File: config.mk
export PLATFORM = sky130hd
export DESIGN_NAME = logic_gate_unit_flat
export DESIGN_NICKNAME = d
export VERILOG_FILES = /design/src/rtl/logic_gate_unit_if.sv /design/src/rtl/logic_gate_unit.sv /design/src/flat_wrapper.sv
export SDC_FILE = /design/constraint.sdc
export NUM_CORES = 1
export LEC_CHECK = 0
export ABC_AREA = 1
export CAP_MARGIN = 25
export CORE_MARGIN = 10
export CORE_UTILIZATION = 45
export DETAILED_ROUTE_END_ITERATION = 12
export PLACE_DENSITY = 0.69
export SLEW_MARGIN = 20
export SYNTH_ARGS = -nofsm -noshare
export SYNTH_HDL_FRONTEND = slang
export SYNTH_SLANG_ARGS = --single-unit
File: constraint.sdc
create_clock -name clk -period 3.1 [get_ports clk]
set_input_delay 0.465 -clock clk [delete_from_list [all_inputs] [get_ports clk]]
set_output_delay 0.465 -clock clk [all_outputs]
set_load 0.03 [all_outputs]
File: src/rtl/logic_gate_unit_if.sv
// Producer/consumer bundle for logic_gate_unit: operand input side, buffered result side and the pop counter.
// The master modport is the producer/consumer side; the slave modport is the unit itself.
interface logic_gate_unit_if #(
  parameter int WIDTH = 4,
  parameter int CNT_W = 8
);
  logic [WIDTH-1:0] a;
  logic [WIDTH-1:0] b;
  logic [2:0]       op;
  logic             in_valid;
  logic             in_ready;
  logic [WIDTH-1:0] y;
  logic             y_all;
  logic             y_any;
  logic             out_valid;
  logic             out_ready;
  logic [CNT_W-1:0] op_count;

  modport master (
    output a, b, op, in_valid, out_ready,
    input  in_ready, y, y_all, y_any, out_valid, op_count
  );

  modport slave (
    input  a, b, op, in_valid, out_ready,
    output in_ready, y, y_all, y_any, out_valid, op_count
  );
endinterface

File: src/rtl/logic_gate_unit.sv
// Registered WIDTH-bit logic unit: run-time selectable gate, 2-entry output FIFO with valid/ready,
// reduction flags stored alongside each result, and a wrapping count of output handshakes.
module logic_gate_unit #(
  parameter int WIDTH = 4,
  parameter int CNT_W = 8
) (
  input  logic              clk,
  input  logic              rst,
  logic_gate_unit_if.slave  bus
);

  localparam int EW = WIDTH + 2;

  typedef enum logic [1:0] {
    S_EMPTY = 2'd0,
    S_ONE   = 2'd1,
    S_FULL  = 2'd2
  } state_t;

  state_t           r_state;
  state_t           w_state_next;
  logic [EW-1:0]    r_head;
  logic [EW-1:0]    r_tail;
  logic [CNT_W-1:0] r_op_count;

  logic [WIDTH-1:0] w_res;
  logic             w_all;
  logic             w_any;
  logic [EW-1:0]    w_entry;
  logic             w_accept;
  logic             w_pop;
  logic             w_wr_head;
  logic             w_wr_tail;
  logic             w_shift;

  genvar gi;
  generate
    for (gi = 0; gi < WIDTH; gi++) begin : g_bit
      always_comb begin
        w_res[gi] = 1'b0;
        case (bus.op)
          3'd0:    w_res[gi] =   bus.a[gi] & bus.b[gi];
          3'd1:    w_res[gi] =   bus.a[gi] | bus.b[gi];
          3'd2:    w_res[gi] =   bus.a[gi] ^ bus.b[gi];
          3'd3:    w_res[gi] = ~(bus.a[gi] & bus.b[gi]);
          3'd4:    w_res[gi] = ~(bus.a[gi] | bus.b[gi]);
          3'd5:    w_res[gi] = ~(bus.a[gi] ^ bus.b[gi]);
          3'd6:    w_res[gi] =  ~bus.a[gi];
          default: w_res[gi] =   bus.a[gi];
        endcase
      end
    end
  endgenerate

  // Flags are computed once here and travel through the buffer with the result.
  assign w_all   = &w_res;
  assign w_any   = |w_res;
  assign w_entry = {w_res, w_all, w_any};

  // in_ready comes only from state, so a pop while FULL never admits a new entry that cycle.
  assign w_accept = bus.in_valid && (r_state != S_FULL);
  assign w_pop    = (r_state != S_EMPTY) && bus.out_ready;

  always_comb begin
    w_state_next = r_state;
    w_wr_head    = 1'b0;
    w_wr_tail    = 1'b0;
    w_shift      = 1'b0;
    case (r_state)
      S_EMPTY: begin
        if (w_accept) begin
          w_state_next = S_ONE;
          w_wr_head    = 1'b1;
        end
      end
      S_ONE: begin
        if (w_accept && w_pop) begin
          w_wr_head = 1'b1;
        end else if (w_accept) begin
          w_state_next = S_FULL;
          w_wr_tail    = 1'b1;
        end else if (w_pop) begin
          w_state_next = S_EMPTY;
        end
      end
      S_FULL: begin
        if (w_pop) begin
          w_state_next = S_ONE;
          w_shift      = 1'b1;
        end
      end
      default: w_state_next = S_EMPTY;
    endcase
  end

  always_ff @(posedge clk or posedge rst) begin
    if (rst) begin
      r_state <= S_EMPTY;
    end else begin
      r_state <= w_state_next;
    end
  end

  always_ff @(posedge clk or posedge rst) begin
    if (rst) begin
      r_head <= '0;
      r_tail <= '0;
    end else begin
      if (w_wr_head) begin
        r_head <= w_entry;
      end else if (w_shift) begin
        r_head <= r_tail;
      end
      if (w_wr_tail) begin
        r_tail <= w_entry;
      end
    end
  end

  always_ff @(posedge clk or posedge rst) begin
    if (rst) begin
      r_op_count <= '0;
    end else if (w_pop) begin
      r_op_count <= r_op_count + 1'b1;
    end
  end

  assign bus.out_valid = (r_state != S_EMPTY);
  assign bus.in_ready  = (r_state != S_FULL);
  assign bus.y         = r_head[EW-1:2];
  assign bus.y_all     = r_head[1];
  assign bus.y_any     = r_head[0];
  assign bus.op_count  = r_op_count;

endmodule

File: src/flat_wrapper.sv
// flat-port wrapper written by rule: the top's interface ports become plain ports
module logic_gate_unit_flat 
#(
  parameter int WIDTH = 4,
  parameter int CNT_W = 8
)
  (clk, rst, bus_a, bus_b, bus_op, bus_in_valid, bus_out_ready, bus_in_ready, bus_y, bus_y_all, bus_y_any, bus_out_valid, bus_op_count);
  logic_gate_unit_if #(.WIDTH(WIDTH), .CNT_W(CNT_W)) bus_i ();
  input  logic clk;
  input  logic rst;
  input wire logic [$bits(bus_i.a)-1:0] bus_a;
  input wire logic [$bits(bus_i.b)-1:0] bus_b;
  input wire logic [$bits(bus_i.op)-1:0] bus_op;
  input wire logic [$bits(bus_i.in_valid)-1:0] bus_in_valid;
  input wire logic [$bits(bus_i.out_ready)-1:0] bus_out_ready;
  output wire logic [$bits(bus_i.in_ready)-1:0] bus_in_ready;
  output wire logic [$bits(bus_i.y)-1:0] bus_y;
  output wire logic [$bits(bus_i.y_all)-1:0] bus_y_all;
  output wire logic [$bits(bus_i.y_any)-1:0] bus_y_any;
  output wire logic [$bits(bus_i.out_valid)-1:0] bus_out_valid;
  output wire logic [$bits(bus_i.op_count)-1:0] bus_op_count;
  assign bus_i.a = bus_a;
  assign bus_i.b = bus_b;
  assign bus_i.op = bus_op;
  assign bus_i.in_valid = bus_in_valid;
  assign bus_i.out_ready = bus_out_ready;
  assign bus_in_ready = bus_i.in_ready;
  assign bus_y = bus_i.y;
  assign bus_y_all = bus_i.y_all;
  assign bus_y_any = bus_i.y_any;
  assign bus_out_valid = bus_i.out_valid;
  assign bus_op_count = bus_i.op_count;
  logic_gate_unit #(.WIDTH(WIDTH), .CNT_W(CNT_W)) u_core (.clk(clk), .rst(rst), .bus(bus_i));
endmodule
# Word level (Yosys, flattened, before mapping)
# Index checks and enable logic that the tools add are counted.
# Widths: inputs -> output; s select.
[word_totals]
register_bits = 22
ramBits = 0
mem_bits_ro = 0
latchBits = 0
out_inout_bits = 16
mem_count = 0
[classes]
bitwise_logic = 28
n_addsub = 1
n_mul = 0
div_mod_pow = 0
magnitude_cmp = 0
n_mux = 19
n_reduce_logical = 10
eq_ne = 13
n_shift = 0
[ops]
columns = ["operator", "count"]
rows = [
  ["$pmux 1 s7", 4],
  ["$not 1->1", 16],
  ["$mux 6", 2],
  ["$mux 2", 5],
  ["$eq 3x3->1 const B", 3],
  ["$add 8x1->8 const B", 1],
  ["$reduce_and 4->1", 2],
  ["$eq 3x2->1 const B", 2],
  ["$mux 1", 6],
  ["$pmux 2 s3", 1],
  ["$and 1x1->1", 4],
  ["$ne 2x1->1 const B", 2],
  ["$ne 2x2->1 const B", 2],
  ["$or 1x1->1", 4],
  ["$reduce_bool 2->1", 2],
  ["$reduce_or 4->1", 1],
  ["$xor 1x1->1", 4],
  ["$eq 3x1->1 const B", 1],
  ["$logic_and 1x1->1", 3],
  ["$logic_not 3->1", 1],
  ["$ne 3x1->1 const B", 1],
  ["$eq 2x1->1 const B", 1],
  ["$eq 2x2->1 const B", 1],
  ["$logic_not 2->1", 1],
  ["$pmux 1 s2", 1],
]

# Depth between registers and ports, before layout
# Gate-level depths: netlist of run 1.
[depth]
depth_word = 6
ltp_mapped = 11

# Least setup slack after synthesis of run 1
# OpenSTA, ideal clock, no wires.
[synth_timing]
path_type = "in2reg"
from = "input bus_b[0]"
to = "register u_core.r_head[0]"
t_arrival_ns = 1.415
setup_slack_ns = 1.569
required_time_ns = 2.983
setup_time_ns = 0.117
stages = 10
cell_sequence = "inv_1 > ha_1 > nand4_1 > nand2_1 > nor2_2 > nand3_4 > nor2_2 > nand3_1 > nand2_1 > nand2_1"
[synth_via]
elab_chain_cells = 5
word_cells_on_any_way = 9
[synth_rtl]
columns = ["element", "line", "rtl"]
rows = [
  ["from (decl)", "flat_wrapper.sv:12", "input wire logic [$bits(bus_i.b)-1:0] bus_b;"],
  ["$xor 1x1->1 (tied with other cells)", "logic_gate_unit.sv:44, logic_gate_unit.sv:47", ""],
  ["$not 1->1 (on tied branches)", "logic_gate_unit.sv:47, logic_gate_unit.sv:45, logic_gate_unit.sv:46", ""],
  ["$pmux 1 s7 *", "logic_gate_unit.sv:41", "case (bus.op)"],
  ["$reduce_or 4->1 *", "logic_gate_unit.sv:57", "assign w_any = |w_res;"],
  ["$mux 6 *", "logic_gate_unit.sv:109", "if (w_wr_head) begin"],
  ["to (signal assigned)", "logic_gate_unit.sv:110", "r_head <= w_entry;"],
  ["to (signal assigned)", "logic_gate_unit.sv:112", "r_head <= r_tail;"],
  ["to (decl)", "logic_gate_unit.sv:22", "logic [EW-1:0] r_head;"],
]
# Every way passes the cells marked *; elsewhere a longest branch is shown, timed or not.
# A chain may end at the register's enable or synchronous reset.

# Worst setup path in the final report of run 1
[layout_timing]
from = "register u_core.r_state[1]"
to = "output bus_in_ready"
[layout_via]
elab_chain_cells = 1
[layout_rtl]
columns = ["element", "line", "rtl"]
rows = [
  ["from (decl)", "logic_gate_unit.sv:20", "state_t r_state;"],
  ["from (signal assigned)", "logic_gate_unit.sv:100", "r_state <= w_state_next;"],
  ["$ne 2x2->1", "logic_gate_unit.sv:129", "assign bus.in_ready = (r_state != S_FULL);"],
  ["to (decl)", "flat_wrapper.sv:16", "output wire logic [$bits(bus_i.in_ready)-1:0] bus_in_ready;"],
]
# Every way passes these cells.

==> run_summary.xml, run 1 <==
<?xml version="1.0" encoding="UTF-8"?>
<metrics>
  <group name="outcome">
    <metric name="status" unit="">finished, final reports clean</metric>
  </group>
  <group name="timing">
    <metric name="clock.fmax" unit="MHz">482</metric>
    <metric name="final_period_minus_worst_setup_slack" unit="ns">2.07</metric>
    <metric name="grt_setup_unrepaired" unit="">false</metric>
    <metric name="final.hold.worst_slack" unit="ns">0.485</metric>
    <metric name="tightest_slew" unit="ns">0.816</metric>
    <metric name="slew_headroom" unit="%">45.5</metric>
    <metric name="finClkSkew" unit="ns">0.00356</metric>
    <metric name="report.final.hold_viol_count" unit="">0</metric>
    <metric name="report.final.setup_viol" unit="">0</metric>
    <metric name="timing.final.crit_share" unit="%">66.9</metric>
    <metric name="final_max_slew_viol_count" unit="">0</metric>
    <metric name="tns" unit="ns">0</metric>
  </group>
  <group name="global_route">
    <metric name="first_global_vias" unit="">1298</metric>
    <metric name="grt_remaining_overflow" unit="">0</metric>
    <metric name="wire_length_of_the_first_global_routing_pass" unit="um">5780</metric>
    <metric name="pin_count_of_the_biggest_net_entering_global_routing" unit="">23</metric>
    <metric name="antenna_violations_before_repair" unit="">0</metric>
    <metric name="global_route.usage.total" unit="%">10.7</metric>
  </group>
  <group name="power_and_ir_drop">
    <metric name="power_frac_comb" unit="%">52.8</metric>
    <metric name="p_leak" unit="uW">0.000912</metric>
    <metric name="power_frac_seq" unit="%">37.7</metric>
    <metric name="p_sw_share" unit="%">43.7</metric>
    <metric name="ir_worst_vdd" unit="uV">208</metric>
    <metric name="power.internal" unit="uW">738</metric>
    <metric name="power.density" unit="nW/um^2">695</metric>
    <metric name="clkPwrFrac" unit="%">9.5</metric>
    <metric name="p_switching" unit="uW">573</metric>
  </group>
  <group name="cts">
    <metric name="tritoncts.num_buffers" unit="">3</metric>
    <metric name="post_cts.repair.setup_buffers" unit="">0</metric>
    <metric name="clock_tree.root_cell" unit="">sky130_fd_sc_hd__clkbuf_4</metric>
    <metric name="cts_tree" unit="">done</metric>
    <metric name="hold_buffers" unit="">0</metric>
    <metric name="cts.sink_count" unit="">22</metric>
    <metric name="insertion_delay" unit="ns">0.29</metric>
    <metric name="clock_tree.buffer_depth" unit="">2</metric>
    <metric name="cts-resized-gates" unit="">0</metric>
    <metric name="ctsHtreeMaxLevel" unit="">1</metric>
    <metric name="clk_pin_slew" unit="ns">0.12</metric>
  </group>
  <group name="logic_synthesis">
    <metric name="async_reset_ff_share" unit="%">100</metric>
    <metric name="yosys_register_bits" unit="">22</metric>
    <metric name="synthMostInstantiatedCell" unit="">sky130_fd_sc_hd__nand2_1</metric>
    <metric name="commonest_cells_in_the_netlist" unit="">sky130_fd_sc_hd__nand2_1, sky130_fd_sc_hd__inv_1, sky130_fd_sc_hd__dfrtp_1</metric>
    <metric name="synth_top_flop_cell" unit="">sky130_fd_sc_hd__dfrtp_1</metric>
    <metric name="ys_warn_count" unit="">0</metric>
    <metric name="netlist_instances" unit="">200</metric>
    <metric name="ys_top_cells_by_area" unit="">sky130_fd_sc_hd__dfrtp_1, sky130_fd_sc_hd__nand2_1, sky130_fd_sc_hd__ha_1</metric>
    <metric name="synth.distinct_cells" unit="">26</metric>
    <metric name="synth_area_leader_cell" unit="">sky130_fd_sc_hd__dfrtp_1</metric>
    <metric name="ys_seq_area_share" unit="%">35.8</metric>
    <metric name="synth_nets" unit="">224</metric>
    <metric name="synth_largest_type_area_fraction" unit="%">35.8</metric>
    <metric name="syn-mean-instance-area" unit="sq um">7.68</metric>
    <metric name="synth-edff-count" unit="">0</metric>
    <metric name="syn_area" unit="sq um">1540</metric>
  </group>
  <group name="worst_setup_path">
    <metric name="endpoint" unit="">bus_in_ready</metric>
    <metric name="timing.reg2reg.worst_path_depth" unit="">8</metric>
    <metric name="setup.worst_path.start" unit="">u_core.r_state[1]$_DFFE_PP0P_</metric>
    <metric name="cp_data_arrival_time" unit="ns">1.61</metric>
    <metric name="register_to_register_setup_slack" unit="ns">1.52</metric>
    <metric name="cp.required" unit="ns">2.63</metric>
    <metric name="critPathCaptureType" unit="">output pin</metric>
    <metric name="worstReg2RegStart" unit="">u_core.r_state[1]$_DFFE_PP0P_</metric>
    <metric name="crit_fanout" unit="">4</metric>
    <metric name="setup.worst_path.class" unit="">reg2out</metric>
    <metric name="critical_path.startpoint_type" unit="">flip-flop</metric>
    <metric name="timing.rr.end" unit="">u_core.r_head[3]$_DFFE_PP0P_</metric>
  </group>
  <group name="drt">
    <metric name="drt-vias-per-instance" unit="">4.84</metric>
    <metric name="final_antenna_net_count" unit="">0</metric>
    <metric name="routed_wl" unit="um">3190</metric>
    <metric name="first_pass_iters" unit="">5</metric>
    <metric name="post_drt_wl_per_cell" unit="um">11.6</metric>
    <metric name="routed-via-count" unit="">1337</metric>
    <metric name="drt-initial-drc-count" unit="">47</metric>
    <metric name="drt_drc_violations_left" unit="">0</metric>
  </group>
  <group name="floorplanning">
    <metric name="placeableCoreArea" unit="sq um">3310</metric>
    <metric name="die_area" unit="sq um">6150</metric>
    <metric name="rows" unit="">21</metric>
    <metric name="starting_density_of_the_core" unit="%">46.4</metric>
    <metric name="floorplan.io_pins" unit="">31</metric>
    <metric name="chipHeight" unit="um">78.4</metric>
    <metric name="chipWidth" unit="um">78.4</metric>
  </group>
  <group name="layout">
    <metric name="finish.instance_area" unit="sq um">1890</metric>
    <metric name="final_nets" unit="">256</metric>
    <metric name="area_growth" unit="%">22.8</metric>
    <metric name="layout.core_utilization" unit="%">57.0</metric>
    <metric name="insertedDiodeCount" unit="">0</metric>
    <metric name="layout-drive-gt1-share" unit="%">12.6</metric>
    <metric name="fillers" unit="">331</metric>
  </group>
  <group name="place">
    <metric name="io_buffers" unit="">30</metric>
    <metric name="post_dp_cell_area" unit="sq um">1860</metric>
    <metric name="routabilityCongestion" unit="">0.927</metric>
    <metric name="dp_hpwl" unit="um">2670</metric>
  </group>
  <group name="job">
    <metric name="max_cap_viol_count" unit="">0</metric>
  </group>
  <group name="min_path">
    <metric name="worstHoldStart" unit="">u_core.bus.op_count[7]$_DFFE_PP0P_</metric>
    <metric name="worstHoldPathType" unit="">reg2reg</metric>
  </group>
</metrics>
-- cell type report --
cell class | instances | area [sq um] | share of cell area (%)
Clock buffer | 3 | 22.5 | 1.19
Inverter | 33 | 124 | 6.56
Multi-Input combinational cell | 142 | 832 | 44.1
Sequential cell | 22 | 551 | 29.2
Tap cell | 46 | 57.6 | 3.05
Timing Repair Buffer | 30 | 300 | 15.9
-- worst min-delay path by stage --
stage | endpoint | slack [ns] | depth (start not counted)
after CTS | u_core.bus.op_count[7]$_DFFE_PP0P_ | 0.49 | 1
after detailed placement | u_core.bus.op_count[7]$_DFFE_PP0P_ | 0.47 | 1
final | u_core.bus.op_count[7]$_DFFE_PP0P_ | 0.48 | 1
after global placement | u_core.bus.op_count[7]$_DFFE_PP0P_ | 0.46 | 1
after floorplan | u_core.bus.op_count[0]$_DFFE_PP0P_ | 0.45 | 1
after global routing | u_core.r_tail[4]$_DFFE_PP0P_ | 0.52 | 2
-- cells in the final DEF (no fill, tap or decap) --
cell type	count
sky130_fd_sc_hd__a21oi_1	8
sky130_fd_sc_hd__a31oi_1	1
sky130_fd_sc_hd__a32o_1	1
sky130_fd_sc_hd__clkbuf_4	3
sky130_fd_sc_hd__clkdlybuf4s50_1	30
sky130_fd_sc_hd__clkinv_1	1
sky130_fd_sc_hd__dfrtp_1	22
sky130_fd_sc_hd__ha_1	9
sky130_fd_sc_hd__inv_1	28
sky130_fd_sc_hd__inv_2	4
sky130_fd_sc_hd__mux2_2	1
sky130_fd_sc_hd__nand2_1	44
sky130_fd_sc_hd__nand2_2	3
sky130_fd_sc_hd__nand3_1	12
sky130_fd_sc_hd__nand3_2	3
sky130_fd_sc_hd__nand3_4	2
sky130_fd_sc_hd__nand4_1	9
sky130_fd_sc_hd__nor2_1	19
sky130_fd_sc_hd__nor2_2	8
sky130_fd_sc_hd__nor2_4	4
sky130_fd_sc_hd__nor3_1	1
sky130_fd_sc_hd__o21ai_0	3
sky130_fd_sc_hd__o21ai_1	6
sky130_fd_sc_hd__o21ai_2	1
sky130_fd_sc_hd__xnor2_1	3
sky130_fd_sc_hd__xor2_1	4
-- worst max-delay path: stages (launching register included) --
cell                              delay (ns)
sky130_fd_sc_hd__dfrtp_1                0.42
sky130_fd_sc_hd__clkinv_1               0.06
sky130_fd_sc_hd__nor2_1                 0.03
sky130_fd_sc_hd__inv_1                  0.12
sky130_fd_sc_hd__clkdlybuf4s50_1        0.69
-- cell families after synthesis --
group	after synthesis	share of synthesized area [%]
AO/OA/AOI/OAI	20	7.17
XOR/XNOR	7	3.99
adder cells (fa/ha/maj)	9	7.33
buffers and inverters	36	10.0
flip-flops	22	35.8
multiplexers	1	0.733
AND/OR/NAND/NOR	105	34.9
-- registers in the layout, indices dropped and copies added, names as in the netlist --
register,cells
u_core.r_state,2
u_core.bus.op_count,8
u_core.r_head,6
u_core.r_tail,6
-- through the flow --
step | cells | worst slack (ns) | power, uW
final | 276 | 1.03 | 1310
after global routing | 276 | 0.903 | 1410
after CTS | 276 | 1.02 | 1320
after detailed placement | 273 | 0.781 | 1200
after global placement | 273 | 0.804 | 1190
after floorplan | 200 | 1.57 | 929
-- per-layer routing --
metal | GRT usage [%] | wire, um | share of wire (%)
met2 | 17.9 | 1500 | 47
met4 | 3.05 | 28 | 0.88
met5 | 0 | 0 | 0
met3 | 2.39 | 175 | 5.5
met1 | 13.5 | 1490 | 47
-- power groups by stage --
| stage | clock [uW] | combinational (uW) | sequential (uW) |
|---|---|---|---|
| final | 125 | 692 | 494 |
| after global routing | 137 | 762 | 513 |
| after global placement | 0 | 692 | 497 |
| after detailed placement | 0 | 699 | 501 |
| after floorplan | 0 | 272 | 657 |
| after CTS | 128 | 702 | 495 |
(Power assumes the default switching activity.)
==> inputs of run 2 (changes only) <==
--- a/config.mk
+++ b/config.mk
@@ -10,7 +10,7 @@
 export CORE_MARGIN = 10
 export CORE_UTILIZATION = 45
 export DETAILED_ROUTE_END_ITERATION = 12
-export PLACE_DENSITY = 0.69
+export PLACE_DENSITY = 0.72
 export SLEW_MARGIN = 20
 export SYNTH_ARGS = -nofsm -noshare
 export SYNTH_HDL_FRONTEND = slang
==> constraint.sdc (replaced) <==
create_clock -name clk -period 1.9 [get_ports clk]
set_input_delay 0.285 -clock clk [delete_from_list [all_inputs] [get_ports clk]]
set_output_delay 0.285 -clock clk [all_outputs]
set_load 0.03 [all_outputs]
==> run_summary.xml, run 2 (synthesis gave the netlist of run 1 again) <==
<?xml version="1.0" encoding="UTF-8"?>
<metrics>
  <group name="outcome">
    <metric name="status" unit="">finished, final reports clean</metric>
  </group>
  <group name="layout">
    <metric name="finish.instance_area" unit="sq um">2050</metric>
    <metric name="layout-drive-gt1-share" unit="%">20.2</metric>
    <metric name="insertedDiodeCount" unit="">0</metric>
    <metric name="largest_register_ff_count" unit="">8</metric>
    <metric name="final_nets" unit="">278</metric>
    <metric name="most_used_cells_in_the_layout_excluding_fill_and_tap_cells" unit="">sky130_fd_sc_hd__nand2_1, sky130_fd_sc_hd__inv_1, sky130_fd_sc_hd__clkdlybuf4s50_1</metric>
    <metric name="final_common_cell" unit="">sky130_fd_sc_hd__nand2_1</metric>
    <metric name="area_growth" unit="%">33.6</metric>
    <metric name="finalNonFillerCells" unit="">298</metric>
  </group>
  <group name="drt">
    <metric name="drt_drc_violations_left" unit="">0</metric>
    <metric name="drt-vias-per-instance" unit="">4.70</metric>
    <metric name="routed_wl" unit="um">3220</metric>
    <metric name="first_pass_iters" unit="">4</metric>
    <metric name="routed-via-count" unit="">1402</metric>
    <metric name="final_antenna_net_count" unit="">0</metric>
    <metric name="post_drt_wl_per_cell" unit="um">10.8</metric>
    <metric name="drt-initial-drc-count" unit="">67</metric>
  </group>
  <group name="floorplanning">
    <metric name="die_area" unit="sq um">6150</metric>
    <metric name="rows" unit="">21</metric>
    <metric name="starting_density_of_the_core" unit="%">46.4</metric>
    <metric name="chipHeight" unit="um">78.4</metric>
    <metric name="chipWidth" unit="um">78.4</metric>
    <metric name="placeableCoreArea" unit="sq um">3310</metric>
    <metric name="floorplan.io_pins" unit="">31</metric>
  </group>
  <group name="timing">
    <metric name="postLayoutSetupSlackWorst" unit="ns">0.201</metric>
    <metric name="clock.fmax" unit="MHz">588</metric>
    <metric name="finClkSkew" unit="ns">0.00861</metric>
    <metric name="timing.final.crit_share" unit="%">89.4</metric>
    <metric name="report.final.setup_viol" unit="">0</metric>
    <metric name="slew_headroom" unit="%">78.5</metric>
    <metric name="final_max_slew_viol_count" unit="">0</metric>
    <metric name="final_period_minus_worst_setup_slack" unit="ns">1.70</metric>
    <metric name="tightest_slew" unit="ns">0.322</metric>
    <metric name="grt_setup_unrepaired" unit="">false</metric>
    <metric name="tns" unit="ns">0</metric>
    <metric name="report.final.hold_viol_count" unit="">0</metric>
  </group>
  <group name="worst_setup_path">
    <metric name="cp.required" unit="ns">1.62</metric>
    <metric name="setup.worst_path.class" unit="">reg2out</metric>
    <metric name="worst_path_largest_cell_delay" unit="ns">0.69</metric>
    <metric name="cells_traversed_along_the_worst_timing_path" unit="">clkdlybuf4s50_1</metric>
    <metric name="critPathCaptureType" unit="">output pin</metric>
    <metric name="critical_path.top_delay_family" unit="">buffers and inverters</metric>
    <metric name="crit_fanout" unit="">4</metric>
    <metric name="critical_path.n_buffers_inverters" unit="">1</metric>
    <metric name="cp_data_arrival_time" unit="ns">1.41</metric>
    <metric name="critical_path.startpoint_type" unit="">flip-flop</metric>
    <metric name="critical-path-slowest-cell" unit="">sky130_fd_sc_hd__clkdlybuf4s50_1</metric>
  </group>
  <group name="cts">
    <metric name="hold_buffers" unit="">0</metric>
    <metric name="post_cts.repair.setup_buffers" unit="">0</metric>
    <metric name="clock_tree.root_cell" unit="">sky130_fd_sc_hd__clkbuf_4</metric>
    <metric name="ctsHtreeMaxLevel" unit="">1</metric>
    <metric name="cts-resized-gates" unit="">1</metric>
    <metric name="clock_tree.buffer_depth" unit="">2</metric>
    <metric name="cts.sink_count" unit="">22</metric>
    <metric name="insertion_delay" unit="ns">0.30</metric>
    <metric name="tritoncts.num_buffers" unit="">3</metric>
    <metric name="clk_pin_slew" unit="ns">0.12</metric>
    <metric name="cts_tree" unit="">done</metric>
  </group>
  <group name="global_route">
    <metric name="antenna_violations_before_repair" unit="">0</metric>
    <metric name="global_route.usage.total" unit="%">11.5</metric>
    <metric name="grt_remaining_overflow" unit="">0</metric>
    <metric name="pin_count_of_the_biggest_net_entering_global_routing" unit="">23</metric>
    <metric name="first_global_vias" unit="">1380</metric>
    <metric name="wire_length_of_the_first_global_routing_pass" unit="um">5990</metric>
  </group>
  <group name="place">
    <metric name="post_dp_cell_area" unit="sq um">2030</metric>
    <metric name="io_buffers" unit="">30</metric>
    <metric name="dp_hpwl" unit="um">2730</metric>
    <metric name="routabilityCongestion" unit="">0.890</metric>
    <metric name="dpl.cell_count" unit="">295</metric>
    <metric name="dp_slack" unit="ns">-0.0363</metric>
  </group>
  <group name="min_path">
    <metric name="worstHoldPathType" unit="">in2async</metric>
  </group>
  <group name="power_and_ir_drop">
    <metric name="ir_worst_vdd" unit="uV">351</metric>
    <metric name="p_leak" unit="uW">0.00103</metric>
    <metric name="power.density" unit="nW/um^2">1070</metric>
  </group>
  <group name="job">
    <metric name="max_cap_viol_count" unit="">0</metric>
  </group>
</metrics>
## run 2: cell count changes in the layout (fill, tap and decap cells not counted)
cell,previous run,this run
sky130_fd_sc_hd__buf_4,0,22
sky130_fd_sc_hd__clkdlybuf4s50_1,30,28
sky130_fd_sc_hd__dlygate4sd2_1,0,1
sky130_fd_sc_hd__dlymetal6s2s_1,0,1
## run 2: final timing paths
| kind | start | to | slack (ns) | depth (start not counted) |
|---|---|---|---|---|
| worst max-delay path | u_core.bus.op_count[0]$_DFFE_PP0P_ | bus_op_count[0] | 0.20 | 1 |
| worst min-delay path | rst | u_core.bus.op_count[1]$_DFFE_PP0P_ | 0.31 | 3 |
| worst max register to register | u_core.r_state[1]$_DFFE_PP0P_ | u_core.r_head[4]$_DFFE_PP0P_ | 0.52 | 8 |
| worst min register to register | u_core.bus.op_count[7]$_DFFE_PP0P_ | u_core.bus.op_count[7]$_DFFE_PP0P_ | 0.47 | 1 |
| max in group asynchronous | rst | u_core.r_head[0]$_DFFE_PP0P_ | 1.36 | 3 |
| min in group clk | u_core.bus.op_count[7]$_DFFE_PP0P_ | u_core.bus.op_count[7]$_DFFE_PP0P_ | 0.47 | 1 |
## run 2: cell type report
class	instances	area, sq um
Sequential cell	22	551
Tap cell	46	57.6
Timing Repair Buffer	52	467
Inverter	33	124
Clock buffer	3	22.5
Fill cell	321	1260
Multi-Input combinational cell	142	832
## run 2: where the power goes
part / leakage (uW) / switching [uW] / total [uW] / internal [uW]
Clock: 0.0000138 / 129 / 203 / 73.9
Combinational: 0.000743 / 677 / 1180 / 504
Sequential: 0.000270 / 135 / 804 / 669
Total: 0.00103 / 941 / 2190 / 1250
## run 2: worst register-to-register path, stage by stage, from the launching register on
cell and delay (ns):
sky130_fd_sc_hd__dfrtp_1 0.41, sky130_fd_sc_hd__clkinv_1 0.06, sky130_fd_sc_hd__nand2_1 0.10, sky130_fd_sc_hd__nor2_2 0.16, sky130_fd_sc_hd__inv_2 0.10, sky130_fd_sc_hd__o21ai_2 0.11, sky130_fd_sc_hd__inv_2 0.12, sky130_fd_sc_hd__a21oi_1 0.15
sky130_fd_sc_hd__a21oi_1 0.08
## run 2: through the flow
stage          power [uW]  utilization [%]  hold WS [ns]
5_1_grt              2390             62.0         0.307
3_5_place_dp         2020             61.3         0.466
3_3_place_gp         1990             61.3         0.461
4_1_cts              2220             61.9         0.315
6_report             2190             62.0         0.314
2_1_floorplan        1520                -         0.274
## run 2: routing by layer
layer,track usage (%),vias up,routed length [um]
met5,0,-,0
met4,4.48,0,36
met3,3.53,4,207
met2,19.6,39,1520
met1,13.0,616,1460
li1,-,743,-
